### src/rtl/conv2_pkg.sv
// -----------------------------------------------------------------------------
// conv2_pkg
// Shared definitions for the conv2 requantization / ReLU output stage.
//   - Default widths and feature-map geometry used as parameter defaults by
//     conv2_requant_relu and conv2_requant_unit.
//   - FSM state encoding for the filter sequencer.
// No ports (package).
// -----------------------------------------------------------------------------
package conv2_pkg;

  localparam int DEF_PSUM_WIDTH = 20;  // signed per-channel partial sum
  localparam int DEF_ACC_WIDTH  = 26;  // signed accumulator / bias
  localparam int DEF_DATA_WIDTH = 8;   // output pixel
  localparam int DEF_NUM_CH     = 6;   // partial sums per output pixel
  localparam int DEF_FMAP_W     = 24;  // output map width (must be even)
  localparam int DEF_FMAP_H     = 24;  // output map height

  // Filter sequencer states. Encoding is visible on the debug port.
  typedef enum logic [1:0] {
    ST_IDLE  = 2'd0,
    ST_ACCUM = 2'd1,
    ST_FLUSH = 2'd2
  } state_t;

endpackage

### src/rtl/conv2_requant_unit.sv
// -----------------------------------------------------------------------------
// conv2_requant_unit
// Purely combinational requantizer: round-half-up arithmetic right shift of a
// signed accumulated sum, followed by saturation to the output pixel range.
//
// Configuration macro: CONV2_RELU_EN
//   defined   : negative results clamp to 0 (ReLU), output unsigned
//               0 .. 2^DATA_WIDTH-1.
//   undefined : output saturates to the signed range
//               -2^(DATA_WIDTH-1) .. 2^(DATA_WIDTH-1)-1 (two's complement).
//
// Ports
//   i_sum   in  ACC_WIDTH   signed sum (acc + last psum + bias)
//   i_shift in  5           right-shift amount 0..24
//   o_pix   out DATA_WIDTH  requantized, saturated pixel
// -----------------------------------------------------------------------------
module conv2_requant_unit
  import conv2_pkg::*;
#(
  parameter int ACC_WIDTH  = DEF_ACC_WIDTH,
  parameter int DATA_WIDTH = DEF_DATA_WIDTH
) (
  input  logic signed [ACC_WIDTH-1:0]  i_sum,
  input  logic        [4:0]            i_shift,
  output logic        [DATA_WIDTH-1:0] o_pix
);

  // One guard bit so adding the rounding constant can never wrap.
  localparam int EW = ACC_WIDTH + 1;

`ifdef CONV2_RELU_EN
  localparam logic signed [EW-1:0] MAX_V = EW'((1 << DATA_WIDTH) - 1);
  localparam logic signed [EW-1:0] MIN_V = '0;
`else
  localparam logic signed [EW-1:0] MAX_V = EW'((1 << (DATA_WIDTH - 1)) - 1);
  localparam logic signed [EW-1:0] MIN_V = -(EW'(1 << (DATA_WIDTH - 1)));
`endif

  logic signed [EW-1:0] w_ext;
  logic signed [EW-1:0] w_rnd;
  logic signed [EW-1:0] w_v;

  always_comb begin
    w_ext = EW'(i_sum);
    // Half of one output LSB; zero when there is no shift.
    w_rnd = '0;
    if (i_shift != 5'd0) begin
      w_rnd = EW'(1) << (i_shift - 5'd1);
    end
    // Arithmetic shift floors toward -inf, so +half gives round-half-up.
    w_v = (w_ext + w_rnd) >>> i_shift;

    if (w_v > MAX_V) begin
      o_pix = MAX_V[DATA_WIDTH-1:0];
    end else if (w_v < MIN_V) begin
      o_pix = MIN_V[DATA_WIDTH-1:0];
    end else begin
      o_pix = w_v[DATA_WIDTH-1:0];
    end
  end

endmodule

### src/rtl/conv2_requant_relu.sv
// -----------------------------------------------------------------------------
// conv2_requant_relu
// Accumulates channel-serial partial sums into output pixels, adds the filter
// bias, requantizes (round, shift, saturate / ReLU) and emits pixels in
// horizontally adjacent pairs to the downstream pooling stage.
//
// Configuration macro: CONV2_RELU_EN (see conv2_requant_unit). Default build
// (macro undefined) outputs signed saturated pixels.
//
// Handshake: psum_in is consumed on every rising edge where psum_valid is high
// and the block is accumulating; there is no back-pressure. data_out is
// meaningful only while data_valid is high. Each pair is two consecutive
// data_valid cycles, even column first.
//
// Ports
//   clk          in   1            clock, rising edge
//   resetn       in   1            asynchronous active-low reset
//   start        in   1            begin a filter (ignored while busy)
//   bias_in      in   ACC_WIDTH    signed filter bias, sampled with start
//   shift_in     in   5            requant shift 0..24, sampled with start
//   psum_valid   in   1            psum_in qualifier
//   psum_in      in   PSUM_WIDTH   signed partial sum, channel-serial
//   new_filter   out  1            pulse one cycle after an accepted start
//   data_valid   out  1            pixel qualifier
//   data_out     out  DATA_WIDTH   requantized pixel
//   busy         out  1            filter in progress (state != IDLE)
//   filter_done  out  1            pulse with the last pixel of a filter
//   o_dbg_state  out  2            FSM state (conv2_pkg::state_t encoding)
// -----------------------------------------------------------------------------
module conv2_requant_relu
  import conv2_pkg::*;
#(
  parameter int PSUM_WIDTH = DEF_PSUM_WIDTH,
  parameter int ACC_WIDTH  = DEF_ACC_WIDTH,
  parameter int DATA_WIDTH = DEF_DATA_WIDTH,
  parameter int NUM_CH     = DEF_NUM_CH,
  parameter int FMAP_W     = DEF_FMAP_W,
  parameter int FMAP_H     = DEF_FMAP_H
) (
  input  logic                         clk,
  input  logic                         resetn,
  input  logic                         start,
  input  logic signed [ACC_WIDTH-1:0]  bias_in,
  input  logic        [4:0]            shift_in,
  input  logic                         psum_valid,
  input  logic signed [PSUM_WIDTH-1:0] psum_in,
  output logic                         new_filter,
  output logic                         data_valid,
  output logic        [DATA_WIDTH-1:0] data_out,
  output logic                         busy,
  output logic                         filter_done,
  output logic        [1:0]            o_dbg_state
);

  localparam int NPIX  = FMAP_W * FMAP_H;
  localparam int PIX_W = (NPIX > 1) ? $clog2(NPIX) : 1;
  localparam int CH_W  = (NUM_CH > 1) ? $clog2(NUM_CH) : 1;
  localparam logic [CH_W-1:0]  CH_LAST  = CH_W'(NUM_CH - 1);
  localparam logic [PIX_W-1:0] PIX_LAST = PIX_W'(NPIX - 1);

  // Sequencer
  state_t r_state;
  state_t w_next;

  // Filter configuration
  logic signed [ACC_WIDTH-1:0] r_bias;
  logic        [4:0]           r_shift;

  // Accumulation
  logic signed [ACC_WIDTH-1:0] r_acc;
  logic        [CH_W-1:0]      r_ch_cnt;
  logic        [PIX_W-1:0]     r_pix_cnt;

  // Pairing: even-column pixel waits in r_pair; the odd pixel of a completed
  // pair waits one cycle in r_pend behind the even one.
  logic [DATA_WIDTH-1:0] r_pair;
  logic [DATA_WIDTH-1:0] r_pend;
  logic                  r_pend_valid;

  // Registered outputs
  logic                  r_new_filter;
  logic                  r_data_valid;
  logic [DATA_WIDTH-1:0] r_data_out;
  logic                  r_filter_done;

  // Control strobes
  logic w_start_ok;
  logic w_accept;
  logic w_pix_done;
  logic w_last_pix;

  // Datapath
  logic signed [ACC_WIDTH-1:0] w_psum_ext;
  logic signed [ACC_WIDTH-1:0] w_sum;
  logic        [DATA_WIDTH-1:0] w_pix;

  // ---------------------------------------------------------------------------
  // FSM: state register
  // ---------------------------------------------------------------------------
  always_ff @(posedge clk or negedge resetn) begin
    if (!resetn) begin
      r_state <= ST_IDLE;
    end else begin
      r_state <= w_next;
    end
  end

  // ---------------------------------------------------------------------------
  // FSM: next state and control strobes
  // ---------------------------------------------------------------------------
  always_comb begin
    w_next     = r_state;
    w_start_ok = 1'b0;
    w_accept   = 1'b0;
    w_pix_done = 1'b0;
    w_last_pix = 1'b0;
    case (r_state)
      ST_IDLE: begin
        // psum_valid is deliberately not looked at here.
        w_start_ok = start;
        if (start) begin
          w_next = ST_ACCUM;
        end
      end
      ST_ACCUM: begin
        w_accept   = psum_valid;
        w_pix_done = psum_valid && (r_ch_cnt == CH_LAST);
        w_last_pix = w_pix_done && (r_pix_cnt == PIX_LAST);
        if (w_last_pix) begin
          w_next = ST_FLUSH;
        end
      end
      ST_FLUSH: begin
        // Only the odd pixel of the final pair is still owed.
        w_next = ST_IDLE;
      end
      default: begin
        w_next = ST_IDLE;
      end
    endcase
  end

  // ---------------------------------------------------------------------------
  // Pixel sum and requantization. The finishing psum and the bias are added
  // combinationally so acc can restart at zero on the same edge.
  // ---------------------------------------------------------------------------
  assign w_psum_ext = ACC_WIDTH'(psum_in);
  assign w_sum      = r_acc + w_psum_ext + r_bias;

  conv2_requant_unit #(
    .ACC_WIDTH  (ACC_WIDTH),
    .DATA_WIDTH (DATA_WIDTH)
  ) u_requant (
    .i_sum   (w_sum),
    .i_shift (r_shift),
    .o_pix   (w_pix)
  );

  // ---------------------------------------------------------------------------
  // Datapath, counters and output registers
  // ---------------------------------------------------------------------------
  always_ff @(posedge clk or negedge resetn) begin
    if (!resetn) begin
      r_bias        <= '0;
      r_shift       <= '0;
      r_acc         <= '0;
      r_ch_cnt      <= '0;
      r_pix_cnt     <= '0;
      r_pair        <= '0;
      r_pend        <= '0;
      r_pend_valid  <= 1'b0;
      r_new_filter  <= 1'b0;
      r_data_valid  <= 1'b0;
      r_data_out    <= '0;
      r_filter_done <= 1'b0;
    end else begin
      r_new_filter  <= 1'b0;
      r_data_valid  <= 1'b0;
      r_filter_done <= 1'b0;

      if (w_start_ok) begin
        r_bias       <= bias_in;
        r_shift      <= shift_in;
        r_acc        <= '0;
        r_ch_cnt     <= '0;
        r_pix_cnt    <= '0;
        r_pair       <= '0;
        r_pend_valid <= 1'b0;
        r_new_filter <= 1'b1;
      end

      if (w_accept) begin
        if (w_pix_done) begin
          r_acc    <= '0;
          r_ch_cnt <= '0;
          r_pix_cnt <= w_last_pix ? '0 : r_pix_cnt + PIX_W'(1);
          // FMAP_W is even, so the raster index parity is the column parity.
          if (!r_pix_cnt[0]) begin
            r_pair <= w_pix;
          end else begin
            r_data_valid <= 1'b1;
            r_data_out   <= r_pair;
            r_pend       <= w_pix;
            r_pend_valid <= 1'b1;
          end
        end else begin
          r_acc    <= r_acc + w_psum_ext;
          r_ch_cnt <= r_ch_cnt + CH_W'(1);
        end
      end

      // Second half of a pair. A new pair needs at least two more completed
      // pixels, so this never collides with the branch above.
      if (r_pend_valid) begin
        r_data_valid <= 1'b1;
        r_data_out   <= r_pend;
        r_pend_valid <= 1'b0;
        if (r_state == ST_FLUSH) begin
          r_filter_done <= 1'b1;
        end
      end
    end
  end

  assign new_filter  = r_new_filter;
  assign data_valid  = r_data_valid;
  assign data_out    = r_data_out;
  assign filter_done = r_filter_done;
  assign busy        = (r_state != ST_IDLE);
  assign o_dbg_state = r_state;

endmodule

### config.mk
export PLATFORM = sky130hd
export DESIGN_NAME = conv2_requant_relu
export DESIGN_NICKNAME = d
export VERILOG_FILES = /design/src/rtl/conv2_pkg.sv /design/src/rtl/conv2_requant_unit.sv /design/src/rtl/conv2_requant_relu.sv
export SDC_FILE = /design/constraint.sdc
export NUM_CORES = 1
export LEC_CHECK = 0
export BUFFER_PORTS_ARGS = -buffer_cell sky130_fd_sc_hd__buf_4
export CORE_UTILIZATION = 27
export DETAILED_ROUTE_END_ITERATION = 10
export GPL_TIMING_DRIVEN = 0
export PLACE_DENSITY = 0.54
export SETUP_SLACK_MARGIN = 0.02
export SKIP_CTS_REPAIR_TIMING = 1
export SYNTH_ARGS = -nofsm -noshare
export SYNTH_HDL_FRONTEND = slang
export SYNTH_SLANG_ARGS = --single-unit
### constraint.sdc
create_clock -name clk -period 16 [get_ports clk]
set_input_delay 0.8 -clock clk [delete_from_list [all_inputs] [get_ports clk]]
set_output_delay 0.8 -clock clk [all_outputs]
set_load 0.02 [all_outputs]
==> impl_metrics.toml, run 1 <==
[global_routing]
grt.total_usage_pct = 18.2
grt_max_degree = 101
grt_pass1_wl_um = 59700
grt_pass1_vias = 10800
overflow = 0
antenna_found_initial = 0

[sta]
slew_violations = 0
rsz0062_at_grt = "false"
skew_ps = 20.5
worst_pin_slew_ps = 1450
tns_ps = 0
max_freq_mhz = 99.2
hold_violations = 0
setup_viol = 0
slew_headroom_pct = 1.91
min_period_ps = 10080
fin_crit_sh_pct = 63.0

[floorplanning]
die-area_mm2 = 0.0409
fp.coreArea_mm2 = 0.0396
die_width_um = 202
die_h_um = 202
ioPinCount = 69
rows = 73
start_util_pct = 27.3

[synth]
synth.distinct_cells = 99
syn_nets = 1475
yosysMostFrequentCell = "nand2_1"
synth_area_leaders = "dfrtp_1 23%, ha_1 9.1%, nand2_1 4.9%"
synth-main-ff-cell = "dfrtp_1"
synth_seq_cells = 100
synth_edf_count = 0
ys_top_cells_by_count = "142 x nand2_1, 116 x nor2_1, 100 x dfrtp_1"
synth_warnings = 0
synth_area_mm2 = 0.0108
post-synth-top-area-cell = "dfrtp_1"
synth.top_cell.area_share_pct = 23.1
avgSynthCellArea_um2 = 8.09
async_flop_share_pct = 100
syn-instance-count = 1338
ys_seq_area_share_pct = 23.1

[setup_path]
cp.arrival_ps = 10290
crit_slowest_cell = "a21oi_1"
cp_slowest_stage_delay_ps = 520
worstPathMaxFanout = 10
critical_path_class = "in2reg"
cp-end-kind = "flip-flop"
cp.required_ps = 16210
crit_path_start_kind = "input port"

[detailed_routing]
viasPerCell = 5.66
ant_nets = 0
drc_errors = 0
wl_per_cell_um = 19.2
drtIter0Drc = 901
drtPass1Iterations = 6
num_vias = 11000
wl_um = 37400

[cells_and_area]
nNetsFinal = 1555
drive_gt1_share_pct = 12.2
n_fill_cell = 4276
syn_to_final_growth_pct = 13.8
diodes = 0

[clocking]
clockBufferDepth = 2
cts_buffers = 9
cts_tree = "yes"
root_buffer = "clkbuf_16"
clkSinkCount = 100
cts_max_level = 3
clk_pin_slew_ps = 80
clk_latency_ps = 360

[placed_design]
routabilityCongestion = 0.970
dp_hpwl_um = 29700
numPortBuffers = 68

[outcome]
violations = "capacitance limit"
status = "finished with violations"

[job]
drv_cap = 1

[worst_hold_path]
worstHoldPathType = "in2async"
area by class of cell:
type	instances	area [um^2]	area share [%]
clock buffers	10	239	1.94
clock inverters	6	56.3	0.457
inverters	35	131	1.07
flip-flops and latches	100	2500	20.3
multi-input cells	1132	7910	64.2
plain buffers	71	290	2.36
well taps	525	657	5.33
repair buffers	69	542	4.40
layout by cell type, fill, tap and decap left out, types with 21 or more instances in the layout:
cell type and count:
a21oi_1 93, o211ai_1 35, clkbuf_1 58, inv_1 33
nand2_1 142, nand3_1 36, nor2_1 116, mux2_2 32
a22o_1 26, xor2_1 21, buf_4 67, dfrtp_1 100
nor3_1 39, ha_1 79, xnor2_1 43, o21ai_0 89
a21o_1 37, mux2i_1 25
worst max-delay path: cells and delay by family:
family | cells | cell delay [ps]
multiplexers | 1 | 300
AND/OR/NAND/NOR | 6 | 950
AO/OA/AOI/OAI | 20 | 5530
adder cells (fa/ha/maj) | 4 | 1420
XOR/XNOR | 2 | 540
buffers and inverters | 4 | 720
routing by layer:
metal / up-vias / routed length, um / track usage [%]
met3: 81 / 2440 / 2.79
li1: 5258 / - / -
met4: 0 / 1200 / 6.36
met2: 406 / 16900 / 29.6
met1: 5272 / 16900 / 24.5
met5: - / 0 / 0
kinds of logic after synthesis:
kind of cell             Yosys count  share of synthesized area (%)
AO/OA/AOI/OAI                    468                           30.8
AND/OR/NAND/NOR                  451                           19.8
buffers and inverters            106                           3.89
flip-flops                       100                           23.1
adder cells (fa/ha/maj)           82                           9.68
XOR/XNOR                          66                           5.65
multiplexers                      65                           7.14
registers in the layout, summed over array words and instances, names as in the netlist, 2 cells and up:
signal and count:
r_shift 5, r_acc 26, r_ch_cnt 3, r_bias 26
r_pend 8, data_out 8, r_pix_cnt 10, o_dbg_state 2
r_pair 8
worst paths after layout:
path,cells after the start,to,from,slack (ps)
max,37,r_pair[2],psum_in[0],5920
min,1,r_acc[6],resetn,240
max in group asynchronous,2,data_valid,resetn,15070
min reg2reg,2,data_out[7],r_pend[7],460
max reg2reg,36,r_pair[2],r_acc[0],6080
min in group clk,2,data_out[7],r_pend[7],460
stage by stage:
step	std cells	setup slack [ps]	hold WS [ps]	area, um^2	utilization [%]
finish	1948	5920	235	12300	31.1
floorplan	1338	7800	449	10800	-
detailed placement	1931	5810	470	12000	30.3
CTS	1947	6150	468	12300	31.0
global placement	1931	5830	465	12000	30.3
global route	1948	4980	229	12300	31.1
Power of run 1 is left out: the tool's default activity adds up to more than one toggle a clock period on the data nets, which glitch-free logic cannot reach.
==> run 2: changes to the inputs <==
clock period = 9.9 ns   (was 16 ns; I/O delays follow)
==> run 2 against run 1 <==
  * The flow now finishes without violations
  * Highest routed layer unchanged
  * Clock-buffer cell count unchanged
  * Worst setup slack got worse by 5200 ps
  * Sequential share of layout area shrank 0.32 points
  * Critical path depth did not move
==> impl_metrics.toml, run 2 (synthesis results as in run 1) <==
[setup_path]
worst_r2r_endpoint = "r_pair[2]"
cpMostUsedCell = "o21ai_0"
ff2ff_path_depth = 37
critical_path_class = "reg2reg"
cp-end-kind = "flip-flop"
cp_slowest_stage_delay_ps = 550
worstPathMaxFanout = 7
cp.arrival_ps = 9430
rr_startpoint = "r_acc[0]"
cp.required_ps = 10170
crit_slowest_cell = "a21oi_1"
rrSetupSlack_ps = 730
crit_path_start_kind = "flip-flop"

[cells_and_area]
final_common_cell = "nand2_1"
regArea_mm2 = 0.00250
syn_to_final_growth_pct = 15.6
n_fill_cell = 4273
most-common-layout-cells = "140 x nand2_1, 116 x nor2_1, 100 x dfrtp_1"
nNetsFinal = 1559
diodes = 0
drive_gt1_share_pct = 13.9
reg_top3 = "r_acc (26), r_bias (26), r_pix_cnt (10)"
multi_input_area_mm2 = 0.00806

[floorplanning]
start_util_pct = 27.3
rows = 73
fp.coreArea_mm2 = 0.0396
ioPinCount = 69
die_h_um = 202
die-area_mm2 = 0.0409
die_width_um = 202

[clocking]
cts_tree = "yes"
clkSinkCount = 100
clockBufferDepth = 2
clk_latency_ps = 360
root_buffer = "clkbuf_16"
cts_max_level = 3
clk_pin_slew_ps = 80
cts_buffers = 9

[worst_hold_path]
worstHoldPathType = "in2reg"
min-delay-start = "shift_in[3]"
holdPathStages = 3
hold_end = "r_shift[3]"

[sta]
max_freq_mhz = 109
fin_crit_sh_pct = 92.6
slew_headroom_pct = 33.8
slew_violations = 0
min_period_ps = 9170
hold_violations = 0
skew_ps = 19.1
setup_viol = 0
tns_ps = 0
rsz0062_at_grt = "false"
worst_pin_slew_ps = 993

[outcome]
status = "completed"

[detailed_routing]
viasPerCell = 5.62
drtPass1Iterations = 5
wl_um = 37400
drc_errors = 0
num_vias = 11000
wl_per_cell_um = 19.2
ant_nets = 0
drtIter0Drc = 858

[placed_design]
numPortBuffers = 68
routabilityCongestion = 0.970
dp_hpwl_um = 29700

[global_routing]
overflow = 0
grt_pass1_vias = 10800
grt_max_degree = 101
grt_pass1_wl_um = 59700
grt.total_usage_pct = 18.2
antenna_found_initial = 0

[job]
drv_cap = 0
[run 2: cell count changes in the layout (fill, tap and decap cells not counted), moves of 3 or more]
| cell | change |
|---|---|
| o31ai_2 | +3 |
| o31ai_1 | -3 |
| a211oi_2 | +4 |
| a21oi_2 | +3 |
| a21oi_1 | -3 |
| buf_4 | +4 |
| a211oi_1 | -4 |
[run 2: routing by layer]
layer | vias up | share of wire, % | GRT usage (%)
met5 | - | 0 | 0
met1 | 5265 | 45 | 24.5
met2 | 367 | 45 | 29.6
li1 | 5257 | - | -
met3 | 78 | 6.4 | 2.79
met4 | 0 | 3.2 | 6.36
[run 2: how the worst max path moves through the flow]
stage	from	end	slack [ps]	depth (start not counted)
5_1_grt	r_acc[0]	r_pair[4]	6	41
6_report	r_acc[0]	r_pair[2]	730	37
2_1_floorplan	psum_in[0]	r_pair[0]	2010	36
3_3_place_gp	psum_in[0]	r_pair[2]	30	40
4_1_cts	r_acc[0]	r_pair[2]	200	36
3_5_place_dp	psum_in[0]	r_pair[1]	10	38
[run 2: through the flow]
step | util [%] | area, um^2 | setup slack, ps | std cells | hold WS [ps]
2_1_floorplan | - | 10800 | 2010 | 1338 | 199
3_3_place_gp | 30.3 | 12000 | 33.8 | 1931 | 465
3_5_place_dp | 30.3 | 12000 | 11.1 | 1931 | 470
4_1_cts | 31.0 | 12300 | 196 | 1947 | 341
5_1_grt | 31.6 | 12500 | 5.73 | 1952 | 354
6_report | 31.6 | 12500 | 732 | 1952 | 348
[run 2: critical path, delay by kind of cell (launching register included)]
kind	cells	cell delay, ps
compound gates	22	4900
xor+xnor	2	460
fa+ha+maj	4	1390
buf+inv	2	160
flops	1	350
mux	4	1230
simple gates	3	570
[run 2: final cells by class]
| cell class | instances | area share [%] |
|---|---|---|
| Clock inverter | 6 | 0.450 |
| Multi-Input combinational cell | 1132 | 64.4 |
| Buffer | 70 | 2.32 |
| Tap cell | 525 | 5.25 |
| Clock buffer | 10 | 1.91 |
| Sequential cell | 100 | 20.0 |
| Inverter | 35 | 1.05 |
| Timing Repair Buffer | 74 | 4.65 |
Power of run 2 is left out for the same reason.
==> run 3: changes to the inputs <==
clock period = 8.6 ns   (was 9.9 ns; I/O delays follow)
==> run 3 against run 2 <==
  * Cell count grew 2.1%
  * Largest cell class unchanged
  * Clock-buffer cell count did not move
  * Global-route usage unchanged
  * Register-to-register slack lost 300 ps
  * Sequential share of layout area shrank 1.3 points
  * Critical path type unchanged
  * Clock skew up 1.7 ps
  * Die area is the same
  * Maximum frequency grew 12%
==> impl_metrics.toml, run 3 (synthesis results as in run 1) <==
[setup_path]
cp.required_ps = 8820
critical_path_class = "reg2reg"
crit_slowest_cell = "a2111oi_2"
cp_slowest_stage_delay_ps = 440
worstPathMaxFanout = 10
crit_path_start_kind = "flip-flop"
cp-end-kind = "flip-flop"
cp.arrival_ps = 8380

[clocking]
clk_latency_ps = 370
cts_buffers = 9
cts_max_level = 3
root_buffer = "clkbuf_16"
clockBufferDepth = 2
clkSinkCount = 100
cts_tree = "yes"
clk_pin_slew_ps = 80

[placed_design]
numPortBuffers = 68
routabilityCongestion = 0.970
placed_area_mm2 = 0.0120
dp_hpwl_um = 29700

[job]
drv_cap = 0

[outcome]
status = "completed"

[detailed_routing]
drc_errors = 0
drtIter0Drc = 833
wl_um = 38500
wl_per_cell_um = 19.3
ant_nets = 0
num_vias = 11200
viasPerCell = 5.63
drtPass1Iterations = 5

[sta]
skew_ps = 20.7
worst_pin_slew_ps = 1030
slew_violations = 0
hold_violations = 0
fin_crit_sh_pct = 95.0
min_period_ps = 8170
slew_headroom_pct = 31.2
max_freq_mhz = 122
tns_ps = 0
setup_viol = 0

[global_routing]
overflow = 0
grt_pass1_wl_um = 59700
antenna_found_initial = 0
grt_max_degree = 101
grt_pass1_vias = 10800
grt.total_usage_pct = 18.2

[cells_and_area]
diodes = 0
finalInstanceArea_mm2 = 0.0134
drive_gt1_share_pct = 21.9
nNetsFinal = 1600
most-common-layout-cells = "138 x nand2_1, 115 x nor2_1, 112 x buf_4"
reg_top3 = "r_acc (26), r_bias (26), r_pix_cnt (10)"
syn_to_final_growth_pct = 23.6
final_common_cell = "nand2_1"

[floorplanning]
fp.coreArea_mm2 = 0.0396
die-area_mm2 = 0.0409
die_width_um = 202
die_h_um = 202
ioPinCount = 69
rows = 73
start_util_pct = 27.3

[worst_hold_path]
worstHoldPathType = "in2reg"
run 3: cell type report:
class                      count  area, um^2
buffer                        70         299
clock buffer                  10         239
clock inverter                 6        56.3
fill                        4198       26200
inverter                      35         131
multi-input combinational   1132        8620
sequential                   100        2500
tap                          525         657
timing repair buffer         115         887
run 3: worst max-delay path: cells and delay by family, from the launching register on:
kind / cells / cell delay, ps
adder cells (fa/ha/maj): 4 / 1340
AND/OR/NAND/NOR: 8 / 1700
flip-flops: 1 / 370
AO/OA/AOI/OAI: 20 / 3640
XOR/XNOR: 2 / 390
buffers and inverters: 4 / 560
run 3: per-stage QoR:
stage / util [%] / hold slack [ps] / worst slack [ps] / cells
2_1_floorplan: - / 134 / 773 / 1338
3_3_place_gp: 30.3 / 465 / -1200 / 1931
3_5_place_dp: 30.3 / 470 / -1220 / 1931
4_1_cts: 31.0 / 276 / -1100 / 1947
5_1_grt: 33.8 / 289 / -96.4 / 1993
6_report: 33.8 / 280 / 432 / 1993
run 3: path summary, 6_finish.rpt:
check                            start          end  slack (ps)  cells after the start
min reg2reg                  r_pend[7]  data_out[7]         460                      2
min                        shift_in[3]   r_shift[3]         280                      3
max reg2reg                   r_acc[0]    r_pair[2]         430                     38
min in group asynchronous       resetn     r_acc[6]         430                      2
max in group asynchronous       resetn   data_valid        7470                      3
max                           r_acc[0]    r_pair[2]         430                     38
run 3: layer usage:
| metal | part of all wire, % | up-vias | GRT usage [%] |
|---|---|---|---|
| li1 | - | 5344 | - |
| met1 | 45 | 5402 | 24.5 |
| met2 | 46 | 404 | 29.6 |
| met3 | 6.3 | 68 | 2.79 |
| met4 | 2.9 | 0 | 6.36 |
| met5 | 0 | - | 0 |
Power of run 3 is left out for the same reason.
